`config.mk`:
```
export PLATFORM = sky130hd
export DESIGN_NAME = fetch_unit
export DESIGN_NICKNAME = d
export VERILOG_FILES = /design/src/rtl/fetch_unit.sv
export SDC_FILE = /design/constraint.sdc
export NUM_CORES = 1
export LEC_CHECK = 0
export BUFFER_PORTS_ARGS = -buffer_cell sky130_fd_sc_hd__clkbuf_2
export CAP_MARGIN = 20
export CORE_MARGIN = 2
export CORE_UTILIZATION = 52
export CTS_CLUSTER_DIAMETER = 40
export CTS_CLUSTER_SIZE = 25
export DETAILED_ROUTE_END_ITERATION = 10
export PLACE_DENSITY_LB_ADDON = 0.3
export SLEW_MARGIN = 20
export SYNTH_ARGS = -nofsm -noshare
export SYNTH_HDL_FRONTEND = slang
export SYNTH_SLANG_ARGS = --single-unit
```
`constraint.sdc`:
```
create_clock -name clk -period 2.6 [get_ports clk]
set_input_delay 0.52 -clock clk [delete_from_list [all_inputs] [get_ports clk]]
set_output_delay 0.52 -clock clk [all_outputs]
set_load 0.03 [all_outputs]
```
`src/rtl/fetch_unit.sv`:
```
// rtl/fetch_unit.sv - instruction fetch stage with redirect and stale-request draining
//
// Purpose: issues word-aligned reads to instruction memory, holds each returned
// word for decode, and follows decoder redirects. A redirect that lands while a
// read is still outstanding keeps that read on the bus until it is acked, then
// throws its data away.
//
// Ports:
//   clk, reset            clock, asynchronous active-low reset
//   imem_req/imem_addr    read request and word address to instruction memory
//   imem_ack/imem_rdata   read completion and returned word
//   instr/instr_valid     held instruction to decode and its valid flag
//   instr_ready           decode consumes instr this cycle
//   pc_out/pc_plus8       address of instr, and that address plus 8
//   redirect/redirect_tgt new fetch target from decode (low two bits dropped)
//   misalign              sticky: a redirect target had nonzero low bits
module fetch_unit #(
  parameter logic [31:0] RESET_PC = 32'h0000_0000
) (
  input  logic        clk,
  input  logic        reset,
  output logic        imem_req,
  output logic [31:0] imem_addr,
  input  logic        imem_ack,
  input  logic [31:0] imem_rdata,
  output logic [31:0] instr,
  output logic        instr_valid,
  input  logic        instr_ready,
  output logic [31:0] pc_out,
  output logic [31:0] pc_plus8,
  input  logic        redirect,
  input  logic [31:0] redirect_target,
  output logic        misalign
);

  typedef enum logic [1:0] {
    S_REQ   = 2'd0,
    S_HOLD  = 2'd1,
    S_DRAIN = 2'd2
  } state_t;

  state_t      r_state;
  logic [31:0] r_fetch_pc;
  logic [31:0] r_imem_addr;
  logic        r_imem_req;
  logic [31:0] r_instr;
  logic [31:0] r_pc_out;
  logic        r_instr_valid;
  logic        r_misalign;

  logic [31:0] w_target;
  logic        w_target_bad;

  assign w_target     = redirect_target & ~32'h3;
  assign w_target_bad = (redirect_target[1:0] != 2'b00);

  always_ff @(posedge clk or negedge reset) begin
    if (!reset) begin
      r_state       <= S_REQ;
      r_fetch_pc    <= RESET_PC;
      r_imem_addr   <= RESET_PC;
      r_imem_req    <= 1'b0;
      r_instr       <= 32'h0;
      r_pc_out      <= RESET_PC;
      r_instr_valid <= 1'b0;
      r_misalign    <= 1'b0;
    end else begin
      if (redirect && w_target_bad) begin
        r_misalign <= 1'b1;
      end

      case (r_state)
        S_REQ: begin
          if (!r_imem_req) begin
            // First edge after reset release: raise the request; any ack seen
            // now belongs to no request of ours and is ignored.
            r_imem_req <= 1'b1;
            if (redirect) begin
              r_fetch_pc  <= w_target;
              r_imem_addr <= w_target;
            end
          end else if (redirect) begin
            r_fetch_pc <= w_target;
            if (imem_ack) begin
              // Read completes on the redirect edge: drop the data and
              // start the new request straight away.
              r_imem_addr <= w_target;
            end else begin
              // Outstanding read cannot be abandoned; keep its address on the
              // bus until it completes.
              r_state <= S_DRAIN;
            end
          end else if (imem_ack) begin
            r_instr       <= imem_rdata;
            r_pc_out      <= r_fetch_pc;
            r_fetch_pc    <= r_fetch_pc + 32'd4;
            r_imem_req    <= 1'b0;
            r_instr_valid <= 1'b1;
            r_state       <= S_HOLD;
          end
        end

        S_HOLD: begin
          if (redirect) begin
            r_fetch_pc    <= w_target;
            r_imem_addr   <= w_target;
            r_imem_req    <= 1'b1;
            r_instr_valid <= 1'b0;
            r_state       <= S_REQ;
          end else if (instr_ready) begin
            r_imem_addr   <= r_fetch_pc;
            r_imem_req    <= 1'b1;
            r_instr_valid <= 1'b0;
            r_state       <= S_REQ;
          end
        end

        S_DRAIN: begin
          if (redirect) begin
            r_fetch_pc <= w_target;
          end
          if (imem_ack) begin
            // Newest target wins, including one arriving on the ack edge.
            r_imem_addr <= redirect ? w_target : r_fetch_pc;
            r_state     <= S_REQ;
          end
        end

        default: begin
          r_state <= S_REQ;
        end
      endcase
    end
  end

  assign imem_req    = r_imem_req;
  assign imem_addr   = r_imem_addr;
  assign instr       = r_instr;
  assign instr_valid = r_instr_valid;
  assign pc_out      = r_pc_out;
  assign pc_plus8    = r_pc_out + 32'd8;
  assign misalign    = r_misalign;

endmodule

```
==> results of run 1 <==
synth_stat cells, types with 14 or more instances:
master | instances | area, um2
a21oi_1 | 24 | 120
a31oi_1 | 31 | 194
buf_2 | 21 | 105
clkbuf_1 | 14 | 52.6
dfrtp_1 | 133 | 3330
inv_1 | 19 | 71.3
mux2_2 | 59 | 664
nand2_1 | 96 | 360
nand3_1 | 25 | 125
nand4_1 | 18 | 113
nor2_1 | 46 | 173
o21ai_0 | 29 | 145
xnor2_1 | 24 | 210
metal layers:
layer	GRT usage, %	routed length (um)	vias to the layer above
met5	0	0	-
met4	12.3	582	0
met3	4.79	1290	39
met2	49.4	10100	298
met1	35.5	7970	3121
li1	-	-	2884
final cells by class:
type / instances / share of cell area, %
inverters: 19 / 0.799
multi-input cells: 488 / 37.4
repair buffers: 242 / 15.8
flip-flops and latches: 133 / 37.4
clock inverters: 5 / 0.869
well taps: 172 / 2.41
clock buffers: 22 / 5.31
path summary, 6_finish.rpt:
check / endpoint / slack [ps] / cells after the start
setup / recovery: pc_plus8[31] / -80 / 7
min in group clk: r_fetch_pc[20] / 330 / 3
max in group asynchronous: pc_out[9] / 1780 / 2
hold reg to reg: misalign / 480 / 1
hold / removal: pc_out[15] / 100 / 1
setup reg to reg: r_fetch_pc[22] / 180 / 8
power groups by stage:
stage / Sequential, mW / Combinational [mW] / Clock [mW]
5_1_grt: 4.15 / 6.75 / 2.39
2_1_floorplan: 5.18 / 2.91 / 0
6_report: 4.04 / 6.32 / 2.28
3_5_place_dp: 4.03 / 5.95 / 0
4_1_cts: 4.00 / 6.19 / 2.30
3_3_place_gp: 3.94 / 5.82 / 0
kinds of logic (layout without fill, tap and decap cells):
kind of cell | Yosys count | count (layout)
simple gates | 251 | 251
compound gates | 138 | 138
flops | 133 | 133
mux | 64 | 64
buf+inv | 62 | 288
xor+xnor | 29 | 29
fa+ha+maj | 6 | 6
sequential cells by signal, summed over array words and instances (netlist names):
name and count:
misalign 1, r_state 2, r_fetch_pc 32, pc_out 32, imem_req 1, imem_addr 32, instr 32, instr_valid 1
per-stage QoR:
stage | utilization (%) | setup slack (ps) | instances
after CTS | 69.2 | -42.8 | 1076
after detailed placement | 63.4 | 98.9 | 1037
after floorplan | - | 16.8 | 683
after global routing | 69.9 | -131 | 1081
after global placement | 63.4 | 186 | 1037
final | 69.9 | -80.9 | 1081
what timing repair did:
action                                  CTS  global route
hold endpoints to repair                  0             0
setup buffers                            12             5
gates resized for setup                  26            42
endpoints found under the setup margin   18            21
pin swaps                                 8             9
==> metrics.md, run 1 <==
| Metric | Value |
|---|---|
| Synth unique cells | 68 |
| Outcome | finished, violations left |
| # diodes | 0 |
| Mapped Cells | 683 |
| CTS tree | done |
| Global route overflow | 0 |
| Share of cells above drive strength 1 | 40.5% |
| Routability cong. | 0.898 |
| Tot GR Track Use | 28.7% |
| Hold Vio Cnt, Final | 0 |
| Multi-input gate area | 3340 um2 |
| Worst slew margin | 57.8% |
| Clk_lat worst skew | 410 ps |
| Adder-cell share of the synthesized area | 1.09% |
| EDFF count, synth | 0 |
| Post-synthesis sequential area ratio | 48.4% |
| Crit. Startpoint | pc_out[13] |
| Area of the mapped netlist | 6870 um2 |
| Pint | 6.69 mW |
| Final ANT Viol Nets | 0 |
| Switching power share of the total | 47.0% |
| Initial antenna violation count | 0 |
| Fin. max-slew vios | 0 |
| Critical path class | reg -> out |
| Clock Tree Buf Depth | 2 |
| FF-to-FF Start | r_state[0] |
| Period minus WS final | 2680 ps |
| Fillers | 976 |
| Crit path cell chain | nand4_1, buf_4, nor4_4, and2_4, nand3_2, xnor2_2, clkbuf_8 |
| Placed wire-length estimate | 14.0 mm |
| Primary FF master, synth | dfrtp_1 |
| Reg power frac | 32.0% |
| Worst Hold Slack | 101 ps |
| Post-Synth XOR/XNOR Area | 3.70% |
| Num rows | 41 |
| Vias | 6342 |
| Die Width | 119 um |
| Max stage delay on crit path | 390 ps |
| Max Clk Rate | 0.373 GHz |
| Initial DRC count | 400 |
| Period Utilization, post-route | 103% |
| Clk sinks | 133 |
| Starting Density | 53.8% |
| Number of nets in the layout | 976 |
| DRC violations left | 0 |
| I/O pin total | 200 |
| Logic pwr share | 50.0% |
| First-pass GRT wire length | 32.1 mm |
| Vias/cell | 5.87 |
| Post-synthesis mux area share | 10.4% |
| Largest net degree at the start of global routing | 70 |
| Final Power | 12.6 mW |
| DRT Pass-1 Iters | 5 |
| Core area | 12800 um2 |
| Slowest CP cell | dfrtp_1 |
| Ys Warns | 0 |
| Compound-Gate Fraction of Synth Area | 13.4% |
| Worst Skew | 7.20 ps |
| Worst setup SP type | flop |
| Synth Register Bits | 133 |
| Vias in the first global route | 6410 |
| Clock share of power | 18.0% |
| Commonest cells after routing, fill and taps aside | 180 x clkbuf_2, 126 x dfrtp_1, 95 x nand2_1, 59 x mux2_2, 54 x buf_4 |
| Synth async-reset ratio | 100% |
| # H-tree levels | 4 |
| Failing checks | negative setup slack |
| Setup TNS | -296 ps |
| Area growth syn-to-layout | 29.9% |
| Overall routed net length | 20.0 mm |
| Syn_nets | 758 |
| IR drop worst, VDD | 0.745 mV |
| HP Class | in -> async |
| Switching power | 5.94 mW |
| Die height | 119 um |
| CTS Root Cell | clkbuf_16 |
| Power density cells | 1410 nW/um2 |
| P_leak | 4.17 nW |
| Simple-gate share of the synthesized area | 18.7% |
| Cell family with most CP delay | simple AND/OR/NAND/NOR gates |
| Final WS setup | -80.9 ps |
| Setup-failing EPs final | 8 |
| Maximum Capacitance Violations | 0 |
| Crit-path max FO | 4 |
| Die footprint | 14200 um2 |
| CP bufs+invs | 2 |
| PortBufs | 199 |
| Most common cell after layout, fill and taps aside | clkbuf_2 |
| Clock transition at path regs | 50 ps |
| Register area | 3340 um2 |
| Final instance area | 8930 um2 |
| RSZ-0062 raised after global routing | true |
| Tightest Pin Transition | 633 ps |
| Required @ worst endpoint | 2080 ps |
| Synth Area per Inst | 10.1 um2 |
| Critical Path AT | 2160 ps |
| WL/cell | 18.5 um |
| Area after DPL | 8100 um2 |
| Largest family of logic cells by synthesized area | simple AND/OR/NAND/NOR gates |
| Post-CTS Hold Fix Bufs | 0 |
| CP endpoint kind | primary output |
| CTS Buf Count | 17 |
Power figures use the tool's default switching activity.
==> run 2, diff against run 1 <==
- GPL_TIMING_DRIVEN: unset -> 0
==> metrics.md, run 2 (synthesis results as in run 1) <==
| Metric | Value |
|---|---|
| Critical path class | reg -> out |
| Commonest cells after routing, fill and taps aside | 186 x clkbuf_2, 123 x dfrtp_1, 95 x nand2_1, 59 x mux2_2, 44 x nor2_1 |
| Vias in the first global route | 6247 (-2.5%) |
| Vias | 6457 (+1.8%) |
| Hold Vio Cnt, Final | 0 (unchanged) |
| Crit Reg-Reg Endpoint | r_fetch_pc[19] |
| CTS Buf Count | 17 (unchanged) |
| Final instance area | 9000 um2 (+0.86%) |
| Maximum Capacitance Violations | 0 (unchanged) |
| Setup-failing EPs final | 3 (-5) |
| Max Clk Rate | 0.380 GHz (+1.9%) |
| Fin. max-slew vios | 0 (unchanged) |
| Crit-path max FO | 6 (+2) |
| Tot GR Track Use | 28.7% (+0.075 points) |
| Number of nets in the layout | 998 (+2.3%) |
| Outcome | finished, violations left |
| Power density cells | 1420 nW/um2 (+0.31%) |
| I/O pin total | 200 (unchanged) |
| Switching power | 6.05 mW (+1.8%) |
| Setup TNS | -52.4 ps (+244 ps) |
| # diodes | 0 (unchanged) |
| Worst Hold Slack | 131 ps (+29.8 ps) |
| # H-tree levels | 4 (unchanged) |
| Clk sinks | 133 (unchanged) |
| Period minus WS final | 2630 ps (-50.9 ps) |
| Largest net degree at the start of global routing | 74 (+5.7%) |
| Clock Tree Buf Depth | 2 (unchanged) |
| Final ANT Viol Nets | 0 (unchanged) |
| Reg power frac | 30.9% (-1.1 points) |
| Failing checks | negative setup slack |
| Area growth syn-to-layout | 31.0% |
| Global route overflow | 0 (unchanged) |
| Die height | 119 um (unchanged) |
| Initial antenna violation count | 0 (unchanged) |
| HP Class | in -> async |
| Vias/cell | 5.84 (-0.40%) |
| Worst Skew | 5.48 ps (-1.71 ps) |
| Critical Path AT | 2110 ps (-50 ps) |
| Worst slew margin | 39.1% (-19 points) |
| DRC violations left | 0 (unchanged) |
| First-pass GRT wire length | 31.9 mm (-0.51%) |
| Tightest Pin Transition | 905 ps (+272 ps) |
| Final WS setup | -29.9 ps (+50.9 ps) |
| RSZ-0062 raised after global routing | true |
| Worst r2r path cells | 7 (-1) |
| CTS Root Cell | clkbuf_16 |
| Most common cell after layout, fill and taps aside | clkbuf_2 |
| IR drop worst, VDD | 0.695 mV (-6.7%) |
| Die Width | 119 um (unchanged) |
| Worst setup SP type | flop |
| P_leak | 4.19 nW (+0.56%) |
| Core area | 12800 um2 (unchanged) |
| Die footprint | 14200 um2 (unchanged) |
| Fillers | 991 (+1.5%) |
| Starting Density | 53.8% (unchanged) |
| Share of cells above drive strength 1 | 40.4% (-0.077 points) |
| Logic pwr share | 51.1% (+1.1 points) |
| Routability cong. | 0.903 (+0.59%) |
| Clock share of power | 18.0% (about the same) |
| Num rows | 41 (unchanged) |
| Period Utilization, post-route | 101% (-2.0 points) |
| Required @ worst endpoint | 2080 ps (about the same) |
| WL/cell | 18.7 um (+0.90%) |
| FF-to-FF Start | r_state[1] |
| Clock transition at path regs | 50 ps (about the same) |
| DRT Pass-1 Iters | 5 (unchanged) |
| Placed wire-length estimate | 13.8 mm (-1.2%) |
| Worst R2R Setup Slack | 10 ps (-170 ps) |
| Switching power share of the total | 47.3% (+0.30 points) |
| Initial DRC count | 581 (+45%) |
| Pint | 6.73 mW (+0.60%) |
| Post-CTS Hold Fix Bufs | 0 (unchanged) |
| CP endpoint kind | primary output |
| Clk_lat worst skew | 410 ps (about the same) |
| CTS tree | done |
| PortBufs | 199 (unchanged) |
| Area after DPL | 8130 um2 (+0.48%) |
| Overall routed net length | 20.6 mm (+3.1%) |
[run 2: worst max path at each step]
stage,from,endpoint,slack (ps)
floorplan,pc_out[5],pc_plus8[26],20
global placement,reset,instr[18],-1200
detailed placement,pc_out[6],pc_plus8[31],20
CTS,pc_out[9],pc_plus8[26],2
global route,pc_out[5],pc_plus8[13],-120
finish,pc_out[5],pc_plus8[13],-30
[run 2: power by group through the flow]
stage	sequential (mW)	clock [mW]	combinational, mW
5_1_grt	4.06	2.41	6.96
4_1_cts	3.89	2.32	6.32
3_5_place_dp	3.93	0	6.07
2_1_floorplan	5.18	0	2.91
3_3_place_gp	3.89	0	5.99
6_report	3.94	2.30	6.53
[run 2: area by class of cell]
type / count / area (um2) / area share [%]
plain buffers: 43 / 219 / 2.43
repair buffers: 221 / 1250 / 13.9
clock inverters: 5 / 75.1 / 0.834
multi-input cells: 488 / 3350 / 37.2
well taps: 172 / 215 / 2.39
clock buffers: 24 / 482 / 5.35
flip-flops and latches: 133 / 3340 / 37.1
inverters: 19 / 71.3 / 0.792
[run 2: worst max-delay path: stages (launching register included)]
cell and delay, ps:
dfrtp_2 400, buf_4 160, and3_1 200, and2_1 170
nand4_1 180, nor2_1 210, xor2_1 160, clkbuf_2 220
[run 2: metal layers]
layer | share of wire (%) | global-route usage [%] | wire length, um | up-vias
met3 | 8.1 | 6.27 | 1680 | 53
met5 | 0 | 0 | 0 | -
met1 | 40 | 36.9 | 8220 | 3145
li1 | - | - | - | 2929
met2 | 49 | 47.3 | 10100 | 330
met4 | 3.1 | 11.7 | 629 | 0
[run 2: metrics by stage]
stage	utilization [%]	std cells	setup slack [ps]	total power, mW
after floorplan	-	683	16.8	8.09
after global routing	70.5	1105	-124	13.4
after detailed placement	63.7	1055	20.9	10.0
after CTS	69.5	1099	2.27	12.5
final	70.5	1105	-29.9	12.8
after global placement	63.4	1054	-1200	9.88
[run 2: timing repair]
item / in CTS / in global routing
pin swaps: 5 / 5
setup buffers: 15 / 6
gates resized for setup: 24 / 34
endpoints found under the setup margin: 18 / 16
